`config.mk`:
```
export PLATFORM = sky130hd
export DESIGN_NAME = neuron_node
export DESIGN_NICKNAME = d
export VERILOG_FILES = /design/src/rtl/nn_pkg.sv /design/src/rtl/node_mac.sv /design/src/rtl/neuron_node.sv
export SDC_FILE = /design/constraint.sdc
export NUM_CORES = 1
export LEC_CHECK = 0
export BUFFER_PORTS_ARGS = -buffer_cell sky130_fd_sc_hd__buf_2
export CORE_MARGIN = 1.5
export CORE_UTILIZATION = 65
export CTS_BUF_LIST = sky130_fd_sc_hd__clkbuf_16
export CTS_CLUSTER_DIAMETER = 100
export DETAILED_ROUTE_END_ITERATION = 8
export PLACE_DENSITY = 0.8
export SLEW_MARGIN = 20
export SYNTH_ARGS = -nofsm -noshare
export SYNTH_HDL_FRONTEND = slang
export SYNTH_SLANG_ARGS = --single-unit
```
`constraint.sdc`:
```
create_clock -name clock -period 16.7 [get_ports clock]
set_input_delay 4.175 -clock clock [delete_from_list [all_inputs] [get_ports clock]]
set_output_delay 4.175 -clock clock [all_outputs]
set_load 0.01 [all_outputs]
```
`src/rtl/nn_pkg.sv`:
```
// nn_pkg: shared widths, node FSM encoding and Q8.8 constants for the neuron compute node
package nn_pkg;
   localparam int DATA_W = 16;
   localparam int FRAC_W = 8;
   localparam int ACC_W  = 40;
   localparam int CNT_W  = 10;
   typedef enum logic [2:0] {
      S_IDLE      = 3'd0,
      S_ACCUM     = 3'd1,
      S_WAIT_BIAS = 3'd2,
      S_ACT       = 3'd3,
      S_DONE      = 3'd4
   } node_state_t;
   localparam logic signed [DATA_W-1:0] ONE     = 16'sh0100;
   localparam logic signed [DATA_W-1:0] SAT_MAX = 16'sh7FFF;
   localparam logic signed [DATA_W-1:0] SAT_MIN = 16'sh8000;
endpackage

```
`src/rtl/node_mac.sv`:
```
// node_mac: signed DATA_W x DATA_W multiply feeding a sign-extended ACC_W accumulator
module node_mac
   import nn_pkg::*;
(
   input  logic                    clock,
   input  logic                    rst,
   input  logic                    clear_i,
   input  logic                    en_i,
   input  logic signed [DATA_W-1:0] x_i,
   input  logic signed [DATA_W-1:0] w_i,
   output logic signed [ACC_W-1:0]  acc_o
);
   logic signed [2*DATA_W-1:0] prod;
   logic signed [ACC_W-1:0]    acc_q;
   assign prod  = x_i * w_i;
   assign acc_o = acc_q;
   // Clear wins over accumulate so a restart never folds in a stale beat
   always_ff @(posedge clock) begin
      if (rst || clear_i) acc_q <= '0;
      else if (en_i) acc_q <= acc_q + {{(ACC_W-2*DATA_W){prod[2*DATA_W-1]}}, prod};
   end
endmodule

```
`src/rtl/neuron_node.sv`:
```
// neuron_node: streams (x,w) beats and a bias, rescales, optional ReLU; NODE_SATURATE_EN clamps instead of wrapping
module neuron_node
   import nn_pkg::*;
(
   input  logic              clock,
   input  logic              rst,
   input  logic              head_c2node,
   input  logic              data_select_c2node,
   input  logic [CNT_W-1:0]  n_inputs_c2node,
   input  logic              relu_en_c2node,
   input  logic              valid_mem2node,
   input  logic [DATA_W-1:0] x_mem2node,
   input  logic [DATA_W-1:0] w_mem2node,
   input  logic [DATA_W-1:0] b_mem2node,
   output logic              busy_node2c,
   output logic              done_flag_node2c,
   output logic [DATA_W-1:0] result_node2mem
);
   node_state_t             state_q;
   logic [CNT_W-1:0]        cnt_q, n_q;
   logic                    relu_q, busy_q, done_q, mac_en;
   logic [DATA_W-1:0]       result_q, result_d;
   logic signed [DATA_W-1:0] mac_x, mac_w;
   logic signed [ACC_W-1:0] acc, r;
`ifdef NODE_SATURATE_EN
   logic signed [ACC_W-1:0] rr;
`endif
   assign busy_node2c      = busy_q;
   assign done_flag_node2c = done_q;
   assign result_node2mem  = result_q;
   // Bias reuses the multiplier: b * ONE is b shifted up by FRAC_W
   always_comb begin
      mac_en = valid_mem2node && ((state_q == S_ACCUM && !data_select_c2node) || (state_q == S_WAIT_BIAS && data_select_c2node));
      mac_x  = state_q == S_WAIT_BIAS ? b_mem2node : x_mem2node;
      mac_w  = state_q == S_WAIT_BIAS ? ONE : w_mem2node;
   end
   node_mac u_mac (
      .clock   (clock),
      .rst     (rst),
      .clear_i (head_c2node),
      .en_i    (mac_en),
      .x_i     (mac_x),
      .w_i     (mac_w),
      .acc_o   (acc)
   );
   // Rescale to Q8.8 (floor), optional ReLU, then wrap or clamp to DATA_W
   always_comb begin
      r = acc >>> FRAC_W;
`ifdef NODE_SATURATE_EN
      rr       = (relu_q && r < 0) ? '0 : r;
      result_d = rr > SAT_MAX ? SAT_MAX : rr < SAT_MIN ? SAT_MIN : rr[DATA_W-1:0];
`else
      result_d = (relu_q && r < 0) ? '0 : r[DATA_W-1:0];
`endif
   end
   // Node FSM; head restarts from any state, the done pulse is the DONE state itself
   always_ff @(posedge clock) begin
      if (rst) begin
         state_q  <= S_IDLE;
         cnt_q    <= '0;
         n_q      <= '0;
         relu_q   <= 1'b0;
         busy_q   <= 1'b0;
         done_q   <= 1'b0;
         result_q <= '0;
      end else begin
         done_q <= 1'b0;
         if (head_c2node) begin
            state_q <= n_inputs_c2node == '0 ? S_WAIT_BIAS : S_ACCUM;
            cnt_q   <= '0;
            n_q     <= n_inputs_c2node;
            relu_q  <= relu_en_c2node;
            busy_q  <= 1'b1;
         end else begin
            case (state_q)
               S_ACCUM: if (valid_mem2node && !data_select_c2node) begin
                  cnt_q <= cnt_q + CNT_W'(1);
                  if (cnt_q == n_q - CNT_W'(1)) state_q <= S_WAIT_BIAS;
               end
               S_WAIT_BIAS: if (valid_mem2node && data_select_c2node) state_q <= S_ACT;
               S_ACT: begin
                  result_q <= result_d;
                  done_q   <= 1'b1;
                  busy_q   <= 1'b0;
                  state_q  <= S_DONE;
               end
               default: state_q <= S_IDLE;
            endcase
         end
      end
   end
endmodule

```
==> summary.md, run 1 <==
| Metric | Value |
|---|---|
| Status | completed |
| Vias in the first global route | 12430 |
| Initial DRC count | 814 |
| Most frequent cells in the layout | 297 x inv_1, 263 x fa_1, 156 x nand2_1, 148 x and3_1, 127 x ha_1 |
| Clock sink count | 82 |
| Relative slew slack | 0.298 |
| Crit. End Element | flop |
| Chip width | 157 um |
| Clk slew on worst S/H paths | 70 ps |
| DRT Pass-1 Iters | 6 |
| Setup TNS Final | 0 ps |
| Count of cell types in the netlist | 65 |
| XOR/XNOR Fraction of Synth Area | 0.0478 |
| WS Path Type | in -> reg |
| Die area | 24600 um^2 |
| First-pass GRT wire length | 59.2 mm |
| DRC viols | 0 |
| Worst Setup Start Kind | input pin |
| Hpwl dp | 28.8 mm |
| Worst skew pair latency | 350 ps |
| Final setup margin | 4110 ps |
| Critical path's largest stage delay | 730 ps |
| Critical path required time | 16980 ps |
| Combinational family with the most area after synthesis | adder cells |
| I/O pin total | 82 |
| Top-area cell type share of the netlist area | 0.342 |
| Dpl ws | 3790 ps |
| Global placer's final weighted congestion | 0.896 |
| Largest cells by area after synthesis | fa_1 34%, dfxtp_1 11%, ha_1 10% |
| Most common cell after layout, fill and taps aside | inv_1 |
| Number of register bits inferred by synthesis | 82 |
| Htree depth | 3 |
| Crit share post-route | 0.754 |
| # rows | 56 |
| CTS tree | done |
| Async S/R FF share, synth | 0 |
| Antenna diode count | 0 |
| Non-filler cells, final | 2099 |
| Slowest-stage cell, CP | and2_0 |
| Fin nets | 2229 |
| Total global-route track usage | 0.302 |
| Ys Warns | 0 |
| Slew Limit Fails | 0 |
| RSZ-0062 raised after global routing | no |
| Syn nets | 2216 |
| Hold Path Sink | u_mac.acc_o[6] |
| Simple-Gate Fraction of Synth Area | 0.180 |
| Least-Margin Pin Slew | 1050 ps |
| Port-buffer cells | 81 |
| Layout cells sized above 1 | 0.0708 |
| Post_cts resized | 0 |
| Clk buf depth | 2 |
| Root Buffer | clkbuf_16 |
| Mean Syn Cell Area | 8.74 um^2 |
| Seq/Total Area, Yosys | 0.107 |
| Min-delay src | u_mac.acc_o[6] |
| Initial antenna violation count | 0 |
| Area leader, netlist | fa_1 |
| Placed Instances | 2083 |
| Min-delay worst type | reg -> reg |
| Fmax achieved | 79.5 MHz |
| Postcts setup bufs | 0 |
| Grt ovf | 0 |
| Largest net degree at the start of global routing | 103 |
| Setup slack, reg-to-reg | 6180 ps |
| Tmin final | 12590 ps |
| Synth Area in Adders | 0.445 |
| Mux cell area share after synthesis | 0.0117 |
| Clock skew | 9.33 ps |
| Data arrival, critical path | 12860 ps |
| Worst R2R Start | state_q[0] |
| Hold Vio Cnt, Final | 0 |
| Synthesized area | 15400 um^2 |
| Multi-input logic area | 12300 um^2 |
| DR vias | 12405 |
| Post-synthesis compound-gate area fraction | 0.115 |
| Worst R2R End | u_mac.acc_o[39] |
| Wire length per cell | 17.0 um |
| Drt via density | 5.91 |
| Synthesis-to-layout area growth | 5.51% |
| Cts bufs inserted | 9 |
| Starting density of the core | 0.660 |
| Core footprint | 23300 um^2 |
| Number of routed nets with antenna violations | 0 |
| Most used cell, CP | fa_1 |
| Hold-fix buffers, CTS | 0 |
| Die Y | 157 um |
| Cells after Synth | 1762 |
| FF/Latch Area | 1640 um^2 |
| FILL cells | 1855 |
| Max Fanout on Critical Path | 14 |
| Final wirelength | 35.7 mm |
| Cells on Worst Hold Path | 2 |
| Post-synth EDFFs | 0 |
| R2R cell count | 28 |
| Top_reg_cell synth | dfxtp_1 |
| Setup violators final | 0 |
| Number of max-cap violations | 0 |
[worst max path at each step]
stage,startpoint,endpoint,slack [ps],cells after the start
2_1_floorplan,w_mem2node[1],u_mac.acc_o[39],4700,28
3_3_place_gp,w_mem2node[9],u_mac.acc_o[39],4050,32
3_5_place_dp,w_mem2node[1],u_mac.acc_o[39],3790,26
4_1_cts,w_mem2node[1],u_mac.acc_o[39],4130,26
5_1_grt,w_mem2node[9],u_mac.acc_o[39],3560,32
6_report,w_mem2node[9],u_mac.acc_o[39],4110,32
[flip-flops by register name, summed over array words and instances, names as in the netlist]
signal,cells
busy_node2c,1
cnt_q,10
done_flag_node2c,1
n_q,10
relu_q,1
result_node2mem,16
state_q,3
u_mac.acc_o,40
[critical path: cells and delay by family]
kind	cells	cell delay [ps]
adder cells (fa/ha/maj)	8	3540
AO/OA/AOI/OAI	11	2710
AND/OR/NAND/NOR	4	1460
multiplexers	2	400
buffers and inverters	6	350
XOR/XNOR	1	220
[cell usage after synthesis, drive strengths merged (6+ instances only)]
library cell  count
nand2b           12
fa              263
or3               6
inv             297
o21a              8
o21ai            33
mux2i            18
nand2           156
a211oi           16
xnor2            63
or2              10
a21o             43
nor2             72
o21bai            9
buf               7
a31oi            13
nor3             26
o211ai            9
clkbuf           77
and4              6
a22o             16
xor2             21
and2             17
dfxtp            82
nand4            12
nand3b            7
nand3            48
and3            148
ha              127
a21oi            91
[layout make-up]
cell class                 count  area share
tap                          319      0.0246
clock inverter                 7     0.00624
timing repair buffer          86      0.0272
multi-input combinational   1299       0.759
clock buffer                   9      0.0139
inverter                     297      0.0686
sequential                    82       0.101
[per-stage QoR]
stage / util / hold slack, ps / area, um^2
5_1_grt: 0.697 / 481 / 16300
4_1_cts: 0.697 / 463 / 16300
3_3_place_gp: 0.683 / 442 / 15900
2_1_floorplan: - / 436 / 15400
3_5_place_dp: 0.683 / 453 / 15900
6_report: 0.697 / 461 / 16300
[per-layer routing]
| metal | routed length [um] | GRT usage | part of all wire | vias up |
|---|---|---|---|---|
| met5 | 0 | 0 | 0 | - |
| met4 | 1010 | 0.0916 | 0.028 | 0 |
| met3 | 2240 | 0.0405 | 0.063 | 90 |
| met2 | 17900 | 0.528 | 0.50 | 408 |
| met1 | 14500 | 0.391 | 0.41 | 6129 |
| li1 | - | - | - | 5778 |
[cell families after synthesis]
kind of cell,after synthesis
AND/OR/NAND/NOR,540
adder cells (fa/ha/maj),390
buffers and inverters,381
AO/OA/AOI/OAI,267
XOR/XNOR,84
flip-flops,82
multiplexers,18
Power of run 1 is left out: the tool's default activity adds up to more than one toggle a clock period on the data nets, which glitch-free logic cannot reach.
==> run 2, diff against run 1 <==
--- a/config.mk
+++ b/config.mk
@@ -5,6 +5,7 @@
 export SDC_FILE = /design/constraint.sdc
 export NUM_CORES = 1
 export LEC_CHECK = 0
+export ABC_AREA = 1
 export BUFFER_PORTS_ARGS = -buffer_cell sky130_fd_sc_hd__buf_2
 export CORE_MARGIN = 1.5
 export CORE_UTILIZATION = 65
==> constraint.sdc (replaced) <==
create_clock -name clock -period 11.8 [get_ports clock]
set_input_delay 2.95 -clock clock [delete_from_list [all_inputs] [get_ports clock]]
set_output_delay 2.95 -clock clock [all_outputs]
set_load 0.01 [all_outputs]
==> summary.md, run 2 <==
| Metric | Value |
|---|---|
| Port-buffer cells | 81 (unchanged) |
| Least-Margin Pin Slew | 994 ps (-59.7 ps) |
| Fmax achieved | 90.1 MHz |
| Ys Warns | 0 (unchanged) |
| FF/Latch Area | 1640 um^2 (unchanged) |
| Fin nets | 2770 (+24%) |
| Most used cell, CP | inv_1 |
| Largest net degree at the start of global routing | 65 (-37%) |
| Number of routed nets with antenna violations | 0 (unchanged) |
| Root Buffer | clkbuf_16 |
| Largest cells by area after synthesis | fa_1 32%, inv_1 12%, nand2_1 11% |
| GR Util met2 | 0.608 (+0.0803) |
| DRC viols | 0 (unchanged) |
| Die area | 26100 um^2 (+6.0%) |
| Data arrival, critical path | 11360 ps (-1500 ps) |
| Max reg flops | 40 (unchanged) |
| Layout cells sized above 1 | 0.0564 (-0.0143) |
| WS Path Type | in -> reg |
| Syn nets | 2708 (+22%) |
| First-pass GRT wire length | 78.3 mm (+32%) |
| Min-delay worst type | reg -> reg |
| Synthesized area | 16400 um^2 (+6.1%) |
| Most instantiated cells after synthesis | 520 x inv_1, 460 x nand2_1, 268 x nor2_1 |
| Mean Syn Cell Area | 7.25 um^2 (-17%) |
| Synthesis-to-layout area growth | 6.39% |
| Most frequent cells in the layout | 520 x inv_1, 460 x nand2_1, 266 x nor2_1, 263 x fa_1, 127 x ha_1 |
| Initial antenna violation count | 1 (+1) |
| Vias in the first global route | 15285 (+23%) |
| Slew Limit Fails | 0 (unchanged) |
| Initial DRC count | 1440 (+77%) |
| Drt via density | 5.73 (-3.0%) |
| Most common cell in the netlist | inv_1 |
| Setup TNS Final | 0 ps (unchanged) |
| Number of max-cap violations | 0 (unchanged) |
| Htree depth | 3 (unchanged) |
| Most common cell after layout, fill and taps aside | inv_1 |
| Crit share post-route | 0.941 |
| # rows | 57 (+1.8%) |
| Critical path required time | 12060 ps (-4920 ps) |
| Met1 GRT Util | 0.528 (+0.137) |
| Hold-fix buffers, CTS | 0 (unchanged) |
| Clk slew on worst S/H paths | 70 ps (about the same) |
| Top-area cell type share of the netlist area | 0.322 (-0.0198) |
| Number of register bits inferred by synthesis | 82 (unchanged) |
| Hold Vio Cnt, Final | 0 (unchanged) |
| Clock skew | 6.39 ps (-2.94 ps) |
| Seq/Total Area, Yosys | 0.100 (-0.00616) |
| Final wirelength | 49.5 mm (+39%) |
| Hpwl dp | 41.8 mm (+45%) |
| Wire length per cell | 18.7 um (+10%) |
| RSZ-0062 raised after global routing | no |
| I/O pin total | 82 (unchanged) |
| Multi-input logic area | 12600 um^2 (+2.1%) |
| Tmin final | 11100 ps |
| Async S/R FF share, synth | 0 (unchanged) |
| Global placer's final weighted congestion | 1.03 (+15%) |
| GRT busiest layer | met2 |
| Antenna diode count | 0 (unchanged) |
| Met3 usage | 0.101 (+0.0610) |
| Worst Setup Start Kind | input pin |
| Relative slew slack | 0.338 (+0.0398) |
| Crit. End Element | flop |
| Postcts setup bufs | 0 (unchanged) |
| Cells after Synth | 2254 (+28%) |
| Post-synth EDFFs | 0 (unchanged) |
| Setup violators final | 0 (unchanged) |
| DR vias | 15161 (+22%) |
| Total global-route track usage | 0.388 (+0.0860) |
| Worst skew pair latency | 350 ps (about the same) |
| Clk buf depth | 2 (unchanged) |
| Chip width | 162 um (+3.0%) |
| Grt ovf | 0 (unchanged) |
| Max Fanout on Critical Path | 9 (-5) |
| Critical path's largest stage delay | 630 ps (-100 ps) |
| Top_reg_cell synth | dfxtp_1 |
| Clock sink count | 82 (unchanged) |
| CTS tree | done |
| DRT Pass-1 Iters | 7 (+1) |
| Status | completed |
| Count of cell types in the netlist | 48 (-26%) |
| Area leader, netlist | fa_1 |
| Slowest-stage cell, CP | fa_1 |
| FILL cells | 2108 (+14%) |
| Starting density of the core | 0.667 (+0.00623) |
| Cts bufs inserted | 9 (unchanged) |
| Post_cts resized | 0 (unchanged) |
| Core footprint | 24500 um^2 (+5.1%) |
| Die Y | 162 um (+3.0%) |
[run 2: through the flow]
stage	instances	cell area (um^2)	hold slack, ps	utilization	worst slack (ps)
detailed placement	2629	17100	458	0.695	633
global route	2645	17400	492	0.709	320
floorplan	2254	16400	457	-	2400
finish	2645	17400	470	0.709	701
global placement	2629	17100	455	0.695	491
CTS	2645	17400	470	0.709	973
[run 2: final cells by class]
class	instances	share of cell area
Multi-Input combinational cell	1609	0.723
Sequential cell	82	0.0944
Clock inverter	7	0.00611
Clock buffer	9	0.0129
Inverter	526	0.113
Tap cell	324	0.0233
Timing Repair Buffer	88	0.0263
[run 2: final timing paths]
| kind | from | to | slack, ps | cells past startpoint |
|---|---|---|---|---|
| worst max-delay path | w_mem2node[8] | u_mac.acc_o[34] | 700 | 36 |
| worst min-delay path | result_node2mem[6] | result_node2mem[6] | 470 | 2 |
| worst max register to register | state_q[0] | u_mac.acc_o[34] | 2220 | 30 |
| worst min register to register | result_node2mem[6] | result_node2mem[6] | 470 | 2 |
[run 2: critical path, delay by kind of cell]
kind | cells | cell delay (ps)
adder cells (fa/ha/maj) | 8 | 3870
AND/OR/NAND/NOR | 15 | 2860
buffers and inverters | 12 | 1330
AO/OA/AOI/OAI | 1 | 330
[run 2: routing by layer]
| metal | vias up | share of wire |
|---|---|---|
| li1 | 6990 | - |
| met1 | 7244 | 0.41 |
| met2 | 793 | 0.45 |
| met3 | 132 | 0.11 |
| met4 | 2 | 0.033 |
| met5 | - | 0.00020 |
[run 2: logic make-up (layout without fill, tap and decap cells)]
logic type	Yosys count	count (layout)	synth area share
AOI/OAI and AO/OA	275	275	0.0976
xor gates and xnor gates	50	50	0.0268
adders and majority gates	390	390	0.419
buffers and inverters	563	630	0.130
DFF	82	82	0.100
and+or+nand+nor	894	894	0.226
Power of run 2 is left out for the same reason.
